<file path="config.mk">
export PLATFORM = sky130hd
export DESIGN_NAME = alu_gen_flat
export DESIGN_NICKNAME = d
export VERILOG_FILES = /design/src/rtl/alu_gen_pkg.sv /design/src/rtl/alu_gen_if.sv /design/src/rtl/alu_bcd_nibble.sv /design/src/rtl/alu_gen.sv /design/src/flat_wrapper.sv
export SDC_FILE = /design/constraint.sdc
export NUM_CORES = 1
export LEC_CHECK = 0
export CORE_MARGIN = 4
export CORE_UTILIZATION = 45
export DETAILED_ROUTE_END_ITERATION = 12
export DONT_BUFFER_PORTS = 1
export PLACE_DENSITY = 0.58
export SYNTH_ARGS = -nofsm -noshare
export SYNTH_HDL_FRONTEND = slang
export SYNTH_HIERARCHICAL = 1
export SYNTH_SLANG_ARGS = --single-unit
</file>
<file path="constraint.sdc">
create_clock -name clk -period 5.64 [get_ports clk]
set_input_delay 1.128 -clock clk [delete_from_list [all_inputs] [get_ports clk]]
set_output_delay 1.128 -clock clk [all_outputs]
set_load 0.1 [all_outputs]
</file>
<file path="src/rtl/alu_gen_pkg.sv">
// Shared op codes and constants for the parametrised ALU.
// Reserved op codes are folded onto PASS before decoding.
package alu_gen_pkg;

    localparam int unsigned NIB_W = 4;

    localparam logic [3:0] OP_ADD  = 4'h0;
    localparam logic [3:0] OP_SUB  = 4'h1;
    localparam logic [3:0] OP_ROL  = 4'h2;
    localparam logic [3:0] OP_ROR  = 4'h3;
    localparam logic [3:0] OP_OR   = 4'h4;
    localparam logic [3:0] OP_AND  = 4'h5;
    localparam logic [3:0] OP_XOR  = 4'h6;
    localparam logic [3:0] OP_PASS = 4'h7;
    localparam logic [3:0] OP_MUL  = 4'h8;

    function automatic logic [3:0] eff_op(input logic [3:0] op);
        return (op > OP_MUL) ? OP_PASS : op;
    endfunction

endpackage

</file>
<file path="src/rtl/alu_gen_if.sv">
// Request/result bundle between the operand latches and the ALU.
interface alu_gen_if #(
    parameter int unsigned W = 8
);
    logic         start;
    logic [3:0]   op;
    logic [W-1:0] AI;
    logic [W-1:0] BI;
    logic         CI;
    logic         BCD;
    logic         busy;
    logic         done;
    logic [W-1:0] OUT;
    logic [W-1:0] OUT_HI;
    logic         CO;
    logic         V;
    logic         Z;
    logic         N;
    logic         HC;

    modport master (
        output start, op, AI, BI, CI, BCD,
        input  busy, done, OUT, OUT_HI, CO, V, Z, N, HC
    );

    modport slave (
        input  start, op, AI, BI, CI, BCD,
        output busy, done, OUT, OUT_HI, CO, V, Z, N, HC
    );
endinterface

</file>
<file path="src/rtl/alu_bcd_nibble.sv">
// One nibble of the add/subtract chain with optional decimal correction.
// b_i is already inverted for subtraction by the caller.
module alu_bcd_nibble (
    input  logic [3:0] a_i,
    input  logic [3:0] b_i,
    input  logic       cin_i,
    input  logic       sub_i,
    input  logic       bcd_i,
    output logic [3:0] r_o,
    output logic       cout_o
);
    logic [4:0] sum;

    assign sum = {1'b0, a_i} + {1'b0, b_i} + {4'b0, cin_i};

    always_comb begin
        r_o    = sum[3:0];
        cout_o = sum[4];
        if (bcd_i) begin
            if (!sub_i) begin
                if (sum > 5'd9) begin
                    r_o    = sum[3:0] + 4'd6;
                    cout_o = 1'b1;
                end else begin
                    cout_o = 1'b0;
                end
            end else if (!sum[4]) begin
                // no carry out of A+~B+cin means a borrow occurred
                r_o = sum[3:0] - 4'd6;
            end
        end
    end
endmodule

</file>
<file path="src/rtl/alu_gen.sv">
// Parametrised ALU: single-cycle arithmetic/logic/shift with optional decimal
// correction, plus a shift-add multiply taking W cycles. All state honours RDY.
module alu_gen
    import alu_gen_pkg::*;
#(
    parameter int unsigned W = 8
) (
    input logic      clk,
    input logic      rst_n,
    input logic      RDY,
    alu_gen_if.slave bus
);
    localparam int unsigned NumNib = W / NIB_W;
    localparam int unsigned CntW   = $clog2(W + 1);

    typedef enum logic [0:0] {StIdle, StMul} state_e;
    state_e state_q, state_d;

    logic [3:0]      op_eff;
    logic            is_sub, accept, mul_last;
    logic [W-1:0]    b_p, arith, res;
    logic [NumNib:0] nc;
    logic [W:0]      bin, msum;
    logic            res_co, res_v, res_hc;
    logic [2*W-1:0]  prod_step;

    logic [W-1:0]    out_q, out_d, hi_q, hi_d, mcand_q, mcand_d;
    logic [2*W-1:0]  prod_q, prod_d;
    logic [CntW-1:0] cnt_q, cnt_d;
    logic            co_q, co_d, v_q, v_d, z_q, z_d, n_q, n_d, hc_q, hc_d;
    logic            done_q, done_d;

    assign op_eff   = eff_op(bus.op);
    assign is_sub   = (op_eff == OP_SUB);
    assign b_p      = is_sub ? ~bus.BI : bus.BI;
    assign bin      = {1'b0, bus.AI} + {1'b0, b_p} + {{W{1'b0}}, bus.CI};
    assign accept   = RDY & bus.start & (state_q == StIdle);
    assign mul_last = (state_q == StMul) & (cnt_q == CntW'(1));

    assign nc[0] = bus.CI;
    for (genvar i = 0; i < NumNib; i++) begin : g_nib
        alu_bcd_nibble u_nib (
            .a_i   (bus.AI[NIB_W*i +: NIB_W]),
            .b_i   (b_p[NIB_W*i +: NIB_W]),
            .cin_i (nc[i]),
            .sub_i (is_sub),
            .bcd_i (bus.BCD),
            .r_o   (arith[NIB_W*i +: NIB_W]),
            .cout_o(nc[i+1])
        );
    end

    always_comb begin
        res    = bus.AI;
        res_co = bus.CI;
        res_v  = 1'b0;
        res_hc = 1'b0;
        case (op_eff)
            OP_ADD, OP_SUB: begin
                res    = bus.BCD ? arith : bin[W-1:0];
                res_co = bus.BCD ? nc[NumNib] : bin[W];
                // overflow always judged on the binary sum, even in decimal mode
                res_v  = (bus.AI[W-1] == b_p[W-1]) & (bin[W-1] != bus.AI[W-1]);
                res_hc = nc[1];
            end
            OP_ROL: begin
                res    = {bus.AI[W-2:0], bus.CI};
                res_co = bus.AI[W-1];
            end
            OP_ROR: begin
                res    = {bus.CI, bus.AI[W-1:1]};
                res_co = bus.AI[0];
            end
            OP_OR:   res = bus.AI | bus.BI;
            OP_AND:  res = bus.AI & bus.BI;
            OP_XOR:  res = bus.AI ^ bus.BI;
            default: ;
        endcase
    end

    // Multiplier sits in the low half and shifts out as the product shifts in.
    assign msum      = {1'b0, prod_q[2*W-1:W]} + (prod_q[0] ? {1'b0, mcand_q} : '0);
    assign prod_step = {msum, prod_q[W-1:1]};

    always_ff @(posedge clk or negedge rst_n) begin
        if (!rst_n) state_q <= StIdle;
        else        state_q <= state_d;
    end

    always_comb begin
        state_d = state_q;
        case (state_q)
            StIdle:  if (accept && op_eff == OP_MUL) state_d = StMul;
            StMul:   if (RDY && mul_last)            state_d = StIdle;
            default: state_d = StIdle;
        endcase
    end

    always_comb begin
        bus.busy   = (state_q == StMul);
        bus.done   = done_q;
        bus.OUT    = out_q;
        bus.OUT_HI = hi_q;
        bus.CO     = co_q;
        bus.V      = v_q;
        bus.Z      = z_q;
        bus.N      = n_q;
        bus.HC     = hc_q;
    end

    always_comb begin
        out_d   = out_q;
        hi_d    = hi_q;
        co_d    = co_q;
        v_d     = v_q;
        z_d     = z_q;
        n_d     = n_q;
        hc_d    = hc_q;
        done_d  = done_q;
        cnt_d   = cnt_q;
        prod_d  = prod_q;
        mcand_d = mcand_q;
        if (RDY) begin
            done_d = 1'b0;
            if (accept) begin
                if (op_eff == OP_MUL) begin
                    prod_d  = {{W{1'b0}}, bus.BI};
                    mcand_d = bus.AI;
                    cnt_d   = CntW'(W);
                end else begin
                    out_d  = res;
                    hi_d   = '0;
                    co_d   = res_co;
                    v_d    = res_v;
                    hc_d   = res_hc;
                    z_d    = (res == '0);
                    n_d    = res[W-1];
                    done_d = 1'b1;
                end
            end else if (state_q == StMul) begin
                prod_d = prod_step;
                cnt_d  = cnt_q - CntW'(1);
                if (mul_last) begin
                    out_d  = prod_step[W-1:0];
                    hi_d   = prod_step[2*W-1:W];
                    co_d   = 1'b0;
                    hc_d   = 1'b0;
                    v_d    = (prod_step[2*W-1:W] != '0);
                    n_d    = prod_step[2*W-1];
                    z_d    = (prod_step == '0);
                    done_d = 1'b1;
                end
            end
        end
    end

    always_ff @(posedge clk or negedge rst_n) begin
        if (!rst_n) begin
            out_q   <= '0;
            hi_q    <= '0;
            co_q    <= 1'b0;
            v_q     <= 1'b0;
            z_q     <= 1'b0;
            n_q     <= 1'b0;
            hc_q    <= 1'b0;
            done_q  <= 1'b0;
            cnt_q   <= '0;
            prod_q  <= '0;
            mcand_q <= '0;
        end else begin
            out_q   <= out_d;
            hi_q    <= hi_d;
            co_q    <= co_d;
            v_q     <= v_d;
            z_q     <= z_d;
            n_q     <= n_d;
            hc_q    <= hc_d;
            done_q  <= done_d;
            cnt_q   <= cnt_d;
            prod_q  <= prod_d;
            mcand_q <= mcand_d;
        end
    end
endmodule

</file>
<file path="src/flat_wrapper.sv">
// flat-port wrapper written by rule: the top's interface ports become plain ports
module alu_gen_flat import alu_gen_pkg::*;
#(
    parameter int unsigned W = 8
)
  (clk, rst_n, RDY, bus_start, bus_op, bus_AI, bus_BI, bus_CI, bus_BCD, bus_busy, bus_done, bus_OUT, bus_OUT_HI, bus_CO, bus_V, bus_Z, bus_N, bus_HC);
  alu_gen_if #(.W(W)) bus_i ();
  input logic clk;
  input logic rst_n;
  input logic RDY;
  input wire logic [$bits(bus_i.start)-1:0] bus_start;
  input wire logic [$bits(bus_i.op)-1:0] bus_op;
  input wire logic [$bits(bus_i.AI)-1:0] bus_AI;
  input wire logic [$bits(bus_i.BI)-1:0] bus_BI;
  input wire logic [$bits(bus_i.CI)-1:0] bus_CI;
  input wire logic [$bits(bus_i.BCD)-1:0] bus_BCD;
  output wire logic [$bits(bus_i.busy)-1:0] bus_busy;
  output wire logic [$bits(bus_i.done)-1:0] bus_done;
  output wire logic [$bits(bus_i.OUT)-1:0] bus_OUT;
  output wire logic [$bits(bus_i.OUT_HI)-1:0] bus_OUT_HI;
  output wire logic [$bits(bus_i.CO)-1:0] bus_CO;
  output wire logic [$bits(bus_i.V)-1:0] bus_V;
  output wire logic [$bits(bus_i.Z)-1:0] bus_Z;
  output wire logic [$bits(bus_i.N)-1:0] bus_N;
  output wire logic [$bits(bus_i.HC)-1:0] bus_HC;
  assign bus_i.start = bus_start;
  assign bus_i.op = bus_op;
  assign bus_i.AI = bus_AI;
  assign bus_i.BI = bus_BI;
  assign bus_i.CI = bus_CI;
  assign bus_i.BCD = bus_BCD;
  assign bus_busy = bus_i.busy;
  assign bus_done = bus_i.done;
  assign bus_OUT = bus_i.OUT;
  assign bus_OUT_HI = bus_i.OUT_HI;
  assign bus_CO = bus_i.CO;
  assign bus_V = bus_i.V;
  assign bus_Z = bus_i.Z;
  assign bus_N = bus_i.N;
  assign bus_HC = bus_i.HC;
  alu_gen #(.W(W)) u_core (.clk(clk), .rst_n(rst_n), .RDY(RDY), .bus(bus_i));
endmodule
</file>
==> metrics.txt <==
status complete, but fails checks; failing checks negative setup slack; Syn. warnings 6; worst slack, placed -632 ps; r2r worst-path depth 10; Clk Tree Root Cell clkbuf_8; Post-Syn Instances 537; CP Launch Type input pin; hold-fix buffers at CTS 0; largest net degree at the start of global routing 52; first-pass GRT wire length 20800 um; cell with the most instances after synthesis nand2_1; flop2flop setup slack 2140 ps; H-tree Lvls 2; Syn Area/Cell 8.52 um^2; clock skew 9.61 ps; Synth area leader dfrtp_1; number of synthesized flops with an enable pin 0; WP data arrival 6090 ps; # DRC 0; Final Total Pwr 0.00183 W; Starting Density 46.6%; IO Port Bufs 0; hold path cells 2; Slew Limit Fails 0; placed inst area 4940 um^2; Cell Pwr Density 349 nW/um^2; #FFs+latches synth 51; Async SR Flop Fraction 100%; MaxCap Viol Count 0; Hold Startpoint u_core/mcand_q[4]$_DFFE_PN0P_; first-pass detailed-route iteration total 7; nets@finish 633; chip width 109 um; CTS clk-pin slew, worst paths 90 ps; Top FF cell, synth dfrtp_1; Setup-failing EPs final 5; I/O pin total 49; number of global-route vias before repair 3968; fmax 0.171 GHz; maximum fanout along the worst path 33; final worst slack -220 ps; final instance area 5250 um^2; RSZ-0062 raised after global routing yes; FP Rows 36; Peak VDD IR 0.000367 V; First DRT Iteration DRCs 315; Layout area overhead 14.7%; Die Height 109 um; GRT Overall Usage 22.4%; post-synthesis cell type count 71; R2R Path End u_core/bus.V$_DFFE_PN0P_; Worst-Skew Late Latency 310 ps; WHS 486 ps; Vias 4141; GRT overflow 0; Fin. Hold Viols 0; slew of the pin with the lowest slew margin 1120 ps; share of cells above drive strength 1 18.5%; GPL Wtd Cong 0.879; Final period util 104%; wire per inst 19.0 um; Synth top cells by count nand2_1, dfrtp_1, ha_1, inv_1, o21ai_0; vias per cell 6.01; Post-DRT Antenna Nets 0; top cell type's share of synthesized area 27.9%; CTS Buffer Depth 2; WS Path Type in2reg; worst path required time 5870 ps; Worst Hold Class reg2reg; core area 9820 um^2; Netlist Area Pre-Place 4580 um^2; die area 11800 um^2; Leak 2.40 nW; total wire length 13100 um; fin cells 689; relative slew slack 25.6%; ant diodes 0; Syn Nets 615; dominant cells by area after synthesis dfrtp_1, ha_1, nand2_1, o21ai_0, xnor2_1; dpl cells 675; register area share after synthesis 27.9%; nature of the critical path endpoint flop; DP HPWL 9740 um; TritonCTS clock tree built; Crit Reg-Reg Startpoint u_core/prod_q[0]$_DFFE_PN0P_; antenna violations before repair 0; TritonCTS buffer count 5; Tmin final 5860 ps; Sink Count 51; hold endpoint u_core/mcand_q[4]$_DFFE_PN0P_
==> how the worst max path moves through the flow <==
stage               startpoint                       end  slack, ps  depth (start not counted)
floorplan            bus_op[0]  u_core/bus.N$_DFFE_PN0P_       -700                         29
global placement     bus_op[3]  u_core/bus.N$_DFFE_PN0P_       -550                         25
detailed placement   bus_op[3]  u_core/bus.N$_DFFE_PN0P_       -630                         26
CTS                  bus_op[2]  u_core/bus.Z$_DFFE_PN0P_        -60                         26
global route         bus_op[2]  u_core/bus.N$_DFFE_PN0P_       -340                         26
finish               bus_op[2]  u_core/bus.N$_DFFE_PN0P_       -220                         26
==> layer usage <==
layer	share of wire [%]	up-vias	routed length, um	track usage (%)
met5	0	-	0	0
met4	2.3	0	294	6.76
met3	6.6	21	858	4.62
met2	46	112	5950	34.9
met1	46	2018	5960	31.4
li1	-	1990	-	-
==> power breakdown <==
| part | switching, W | internal, W | total, W |
|---|---|---|---|
| Clock | 0.000122 | 0.0000870 | 0.000209 |
| Combinational | 0.000399 | 0.000315 | 0.000714 |
| Sequential | 0.000452 | 0.000454 | 0.000906 |
==> flip-flops by register name, summed over array words and instances, names as in the netlist <==
| register | flops |
|---|---|
| u_core/cnt_q | 4 |
| u_core/bus.HC | 1 |
| u_core/bus.N | 1 |
| u_core/bus.done | 1 |
| u_core/bus.OUT | 8 |
| u_core/bus.OUT_HI | 8 |
| u_core/mcand_q | 8 |
| u_core/bus.V | 1 |
| u_core/bus.busy | 1 |
| u_core/prod_q | 16 |
| u_core/bus.Z | 1 |
| u_core/bus.CO | 1 |
==> final cells by class <==
class / count / area [um^2]
clock buffer: 6 / 72.6
clock inverter: 2 / 12.5
fill: 975 / 4570
inverter: 43 / 161
multi-input combinational: 417 / 3280
sequential: 51 / 1280
tap: 133 / 166
timing repair buffer: 37 / 282
==> stage by stage <==
stage                     TNS [ps]  util, %
final                         -734     53.4
after CTS                     -142     52.0
after floorplan              -3080        -
after global routing         -1500     53.4
after detailed placement     -3370     50.3
after global placement       -2740     50.3
==> critical path, cell delays in order <==
cell,delay [ps]
nor3_4,180
and2_4,200
xnor2_4,70
fa_2,370
fa_2,430
xnor2_4,200
ha_4,170
nand2_2,50
a32oi_2,60
a41o_1,310
fa_2,360
fa_2,390
buf_6,140
xnor2_2,120
ha_2,190
mux2i_1,130
nand2_1,130
a2111oi_4,230
a311oi_2,60
o21ai_1,90
nand2_1,100
a21oi_2,160
a221oi_2,70
a21boi_2,160
or3_4,400
a31oi_4,180
==> layout by cell type, fill, tap and decap left out, types with 4 or more instances in the layout <==
cell type / synthesis / layout
a21o_1: 5 / 5
a21oi_1: 21 / 18
a21oi_2: 2 / 5
a221oi_1: 6 / 4
a222oi_1: 8 / 8
a22o_1: 5 / 5
a31oi_1: 10 / 9
and2_1: 12 / 11
and3_1: 8 / 8
buf_4: 1 / 36
clkbuf_8: 0 / 5
dfrtp_1: 51 / 51
fa_2: 0 / 4
ha_1: 45 / 40
inv_1: 43 / 40
mux2i_1: 7 / 7
nand2_1: 60 / 58
nand2b_1: 8 / 8
nand3_1: 19 / 18
nor2_1: 27 / 27
nor2b_1: 4 / 4
nor3_1: 6 / 5
nor4_1: 4 / 4
o2111ai_1: 4 / 4
o211a_1: 4 / 4
o211ai_1: 6 / 6
o21a_1: 6 / 6
o21ai_0: 43 / 41
o21ai_1: 4 / 5
xnor2_1: 21 / 14
xnor2_2: 0 / 5
xor2_1: 4 / 4
==> timing repair <==
action                                  CTS  global route
pin swaps                                23            10
setup buffers                             4             2
gates resized for setup                  10            22
endpoints found under the hold margin     0             0
gates cloned                              0             0
endpoints found under the setup margin    6             6
==> logic make-up after synthesis <==
logic type / count (synthesis) / share of synthesized area [%]
AND/OR/NAND/NOR: 172 / 19.1
AO/OA/AOI/OAI: 160 / 24.6
buffers and inverters: 69 / 6.45
adder cells (fa/ha/maj): 52 / 15.4
flip-flops: 51 / 27.9
XOR/XNOR: 25 / 4.79
multiplexers: 8 / 1.78
(Power assumes the default switching activity.)
